[config.mk]
export PLATFORM = sky130hd
export DESIGN_NAME = status_register_unit
export DESIGN_NICKNAME = d
export VERILOG_FILES = /design/src/rtl/status_register_unit.sv
export SDC_FILE = /design/constraint.sdc
export NUM_CORES = 1
export LEC_CHECK = 0
export BUFFER_PORTS_ARGS = -buffer_cell sky130_fd_sc_hd__buf_4
export CORE_AREA = 2 2 39 41
export DETAILED_ROUTE_END_ITERATION = 12
export DIE_AREA = 0 0 41 43
export PLACE_DENSITY_LB_ADDON = 0.15
export SETUP_SLACK_MARGIN = 0.05
export SLEW_MARGIN = 15
export SYNTH_ARGS = -nofsm -noshare
export SYNTH_HDL_FRONTEND = slang
export SYNTH_SLANG_ARGS = --single-unit
[constraint.sdc]
create_clock -name clk -period 0.8 [get_ports clk]
set_clock_uncertainty 0.15 [all_clocks]
set_input_delay 0.04 -clock clk [delete_from_list [all_inputs] [get_ports clk]]
set_output_delay 0.04 -clock clk [all_outputs]
set_load 0.02 [all_outputs]
[src/rtl/status_register_unit.sv]
// status_register_unit
//   Owns the architectural NZCV status register (N=bit 3, Z=bit 2, C=bit 1, V=bit 0).
//   It forwards flags to the decode condition check and tracks in-flight flag
//   writers so that decode can be stalled until the flags it needs are available.
//
// Parameters
//   ISSUE_TO_EX : pipeline register stages from decode issue to execute (1..4)
//   FWD_EN      : 1 enables the execute-to-decode flag bypass
//
// Ports
//   clk, rst          : clock (rising edge) and synchronous active-high reset
//   hold              : global stall, freezes every register in this unit
//   flush             : kills everything younger than execute (decode included)
//   id_valid          : decode holds a real instruction
//   id_sets_flags     : decode instruction writes flags
//   id_uses_flags     : decode instruction reads flags (condition is not AL)
//   exe_sr_we         : execute-stage instruction writes flags this cycle
//   exe_flags         : new NZCV from the ALU
//   status_register   : architectural NZCV (registered)
//   status_fwd        : NZCV the decode condition check must use
//   flag_hazard       : decode must stall
//   inflight_count    : number of pending flag writers
//   protocol_err      : sticky error, execute write/scoreboard disagreement
module status_register_unit #(
    parameter int unsigned ISSUE_TO_EX = 1,
    parameter bit          FWD_EN      = 1'b1
) (
    input  logic       clk,
    input  logic       rst,
    input  logic       hold,
    input  logic       flush,
    input  logic       id_valid,
    input  logic       id_sets_flags,
    input  logic       id_uses_flags,
    input  logic       exe_sr_we,
    input  logic [3:0] exe_flags,
    output logic [3:0] status_register,
    output logic [3:0] status_fwd,
    output logic       flag_hazard,
    output logic [2:0] inflight_count,
    output logic       protocol_err
);

    localparam int unsigned N = ISSUE_TO_EX;

    logic [3:0]   status_q, status_d;
    logic [N-1:0] pend_q, pend_d;
    logic         err_q, err_d;

    logic         older_pend;
    logic         any_pend;
    logic         ex_pend;
    logic         issue;
    logic [2:0]   count;

    // Scoreboard views: writers still before execute, any writer, writer in execute.
    always_comb begin
        older_pend = 1'b0;
        for (int i = 0; i < int'(N) - 1; i++) begin
            older_pend = older_pend | pend_q[i];
        end
        any_pend = |pend_q;
        ex_pend  = pend_q[N-1];
    end

    // With the bypass, a writer already in execute is covered by status_fwd,
    // so only writers that have not yet reached execute cause a stall.
    always_comb begin
        flag_hazard = id_valid & id_uses_flags & (FWD_EN ? older_pend : any_pend);
        issue       = id_valid & id_sets_flags & ~flag_hazard & ~flush & ~hold;
    end

    always_comb begin
        pend_d = pend_q;
        if (!hold) begin
            if (flush) begin
                pend_d = '0;
            end else begin
                pend_d[0] = issue;
                for (int i = 1; i < int'(N); i++) begin
                    pend_d[i] = pend_q[i-1];
                end
            end
        end
    end

    // The execute instruction is older than any flush point, so flush does not
    // block the write.
    always_comb begin
        status_d = status_q;
        if (exe_sr_we && !hold) begin
            status_d = exe_flags;
        end
    end

    // Error: a write with no writer in execute, or a writer leaving execute
    // without writing.
    always_comb begin
        err_d = err_q;
        if (!hold && (exe_sr_we != ex_pend)) begin
            err_d = 1'b1;
        end
    end

    always_comb begin
        count = '0;
        for (int i = 0; i < int'(N); i++) begin
            count = count + 3'(pend_q[i]);
        end
    end

    always_ff @(posedge clk) begin
        if (rst) begin
            status_q <= 4'b0000;
            pend_q   <= '0;
            err_q    <= 1'b0;
        end else begin
            status_q <= status_d;
            pend_q   <= pend_d;
            err_q    <= err_d;
        end
    end

    always_comb begin
        status_register = status_q;
        status_fwd      = (FWD_EN && exe_sr_we) ? exe_flags : status_q;
        inflight_count  = count;
        protocol_err    = err_q;
    end

endmodule

==> results.md <==
Run status:
- The flow ran to the end, but the final reports show violations.
- The checks that failed: negative hold slack, negative setup slack.

Critical path:
- The startpoint of the most critical setup path is status_register[3].
- The critical register-to-register path startpoint is status_register[3].
- The path depth of the worst reg2reg path is 4.
- STA classifies the critical path endpoint as an output pin.
- The arrival time at the worst endpoint is approximately 0.95 ns.
- Along the worst path, the maximum fanout reaches 2.
- STA classifies the critical path startpoint as a register.
- The setup path with the least slack is of type reg -> out.
- The endpoint required time on the critical path is approximately 0.6 ns.

Timing:
- The minimum clock period is between 1 and 1.5 ns.
- The setup slack of the critical path after layout is -0.3397 ns.
- The setup TNS after final layout is -3.270 ns.
- The number of setup violations in the final report is 15.
- The final hold violation count is 6.
- The highest clock rate is slightly below 0.9 GHz.
- Setup repair after global routing could not meet its margin everywhere.
- Dividing the final minimum period by the clock period gives 1.425.
- Hold timing on the final database bottoms out at a slack of -0.1555 ns.
- The number of max-slew violations in the final report is 0.

Routing:
- The routed via count divided by cell count is a little over 4.
- The detailed-routing iteration count for the pre-antenna-repair pass is 3.
- The routed layout has 306 vias.
- The first-iteration detailed-routing DRC count is 1.
- For this run, design rule violations remaining after detail routing come to 0.
- The residual antenna-violating net count after detailed routing is 0.
- In the final routed layout, each cell accounts on average for about 10 um.
- The total length of routed wires is 760 um.

Placement:
- The detailed placer's ending HPWL is approximately 560 um.
- After detailed placement, the design holds a cell count of 70.
- The global placer's final weighted congestion is ~0.67.
- The post-placement setup slack is -0.1256 ns.
- The count of buffers inserted at the top-level ports is 20.

Die:
- The floorplan die width is 41 um.
- 25 I/O pins were placed.
- In this run the core area contains 14 standard-cell rows.
- The die area is roughly 0.0018 mm2.
- The starting utilization of the core area is 0.2387.
- The area of the core is around 0.0014 mm2.
- The die is around 43 um tall.

CTS:
- The CTS tree is done.
- The TritonCTS sink count is 6.
- The cell sitting at the root of the clock tree is a sky130_fd_sc_hd__clkbuf_4.
- Counting the buffers created by CTS gives 3.
- The number of buffers between clock root and the deepest sink is 2.
- The clock input transition at the sequential cells of the worst setup and hold paths is roughly 0.040 ns.
- The maximum level of the CTS H-tree is 1.
- The clock latency on the worst-skew pair is 0.24 ns.

Power:
- The share of total power dissipated in combinational logic is 0.314.
- Of the total power, the share spent switching nets is 0.2625.
- In this run the power spent charging and discharging nets is 0.0002284 W.
- Across the VDD grid, the largest voltage drop is just over 0.0007 V.
- The internal power of the cells totals 0.0006418 W.
- The overall power of the completed layout is slightly below 0.0009 W.
- The leakage power total is between 0.3 and 0.4 nW.
- The power share of the clock group is 0.314.
- Dividing total power by cell area gives a power density of between 1000 and 1500 mW/mm2.
- The share of total power dissipated in sequential elements is 0.373.

Yosys:
- The synthesis-stage register bit count is 6.
- In this run the mean area of a mapped cell was between 10 and 15 um2.
- Of the synthesized area, sequential elements account for 0.3636.
- The cell count after synthesis is 33.
- The total standard cell area after synthesis is 330.3 um2.
- Of the post-synthesis cell area, the dominant cell type holds 0.3636.
- The cell accounting for the most synthesized area is sky130_fd_sc_hd__dfxtp_1.
- During synthesis, Yosys emitted a total of 0 warnings.
- Sorting the synthesized cells by area gives the leading types as sky130_fd_sc_hd__dfxtp_1, sky130_fd_sc_hd__mux2i_1, sky130_fd_sc_hd__mux2_1.
- The count of unique library cells instantiated by Yosys is 13.

Min path:
- The origin of the worst min-delay path is rst.
- Along the worst hold path, the cell count comes to 2.
- The kind of path behind the tightest hold check is in -> reg.

Layout:
- Relative to the synthesized area, the layout overhead comes to 86.36%.
- The count of antenna diodes in the layout is 0.
- The post-route non-filler standard cell count is 76.
- In the final design database the tool counted 74 nets.
- The fraction of final layout cells with drive strength greater than 1 is 0.7167.

GRT:
- The number of global-route vias before repair is 300.
- Entering global routing, the biggest net connects 7 pins.
- For this run, the total global-route usage over all layers was measured as 0.1025.
- The initial antenna violation count was 0.
- Summed over all layers, the global routing overflow is 0.
- The first global-routing pass estimated 1.131 mm of wire.

Flow run:
- The count of maximum capacitance violations is 0.
cells by family after synthesis:
kind of cell | count (synthesis) | share of synthesized area
AOI/OAI and AO/OA | 2 | 0.03030
xor gates and xnor gates | 1 | 0.02652
buffers and inverters | 7 | 0.1704
DFF | 6 | 0.3637
muxes | 8 | 0.2576
other | 1 | 0.01135
and+or+nand+nor | 8 | 0.1401
power groups by stage:
stage          sequential [W]  combinational, W  clock [W]
5_1_grt              0.000326          0.000292   0.000306
3_3_place_gp         0.000331          0.000236          0
6_report             0.000324          0.000273   0.000273
4_1_cts              0.000327          0.000263   0.000290
3_5_place_dp         0.000331          0.000234          0
2_1_floorplan        0.000348          0.000126          0
critical path, cell delays in order (launching register included):
cell and delay (ns):
sky130_fd_sc_hd__dfxtp_2 0.31, sky130_fd_sc_hd__mux2_4 0.27, sky130_fd_sc_hd__buf_6 0.13
placed cells by master (no fill, tap or decap), drive strengths merged:
cell type / count
a21oi: 2
buf: 28
clkbuf: 3
conb: 3
dfxtp: 6
inv: 1
mux2: 4
mux2i: 4
nor2: 6
nor2b: 1
nor4bb: 1
xor2: 1
synthesized netlist by cell type, drive strengths merged:
| cell type | n |
|---|---|
| xor2 | 1 |
| nor2b | 1 |
| inv | 1 |
| a21oi | 2 |
| mux2i | 4 |
| nor4bb | 1 |
| buf | 6 |
| mux2 | 4 |
| nor2 | 6 |
| dfxtp | 6 |
| conb | 1 |
per-stage QoR:
stage               utilization  cell area, um2
CTS                      0.4241           586.8
global route             0.4448           615.6
global placement         0.3716           514.2
floorplan                     -           362.8
detailed placement       0.3716           514.2
finish                   0.4448           615.6
layout make-up:
type | count | area (um2)
Clock buffer | 3 | 22.52
Timing Repair Buffer | 28 | 259.0
Fill cell | 135 | 768.2
Inverter | 1 | 3.754
Multi-Input combinational cell | 22 | 180.2
Sequential cell | 6 | 130.1
Tap cell | 16 | 20.02
sequential cells by signal, summed over array words and instances, names as in the netlist:
signal           count
protocol_err         1
any_pend             1
status_register      4
final timing paths:
path | slack (ns) | end
worst max register to register | -0.18 | status_register[3]
worst max-delay path | -0.34 | status_fwd[3]
worst min register to register | 0.33 | protocol_err
worst min-delay path | -0.16 | any_pend
timing repair:
item / in CTS / in global routing
pin swaps: 0 / 3
gates resized for setup: 12 / 4
setup buffers: 1 / 2
gates cloned: 0 / 0
endpoints found under the setup margin: 15 / 16
endpoints found under the hold margin: 6 / 6
routing by layer:
metal	GRT usage	vias to the layer above	wire, um
met1	0.1065	136	273
met4	0.1000	0	10
met2	0.1375	14	410
met3	0.05236	2	66
met5	0	-	0
li1	-	154	-
(Power assumes the default switching activity.)
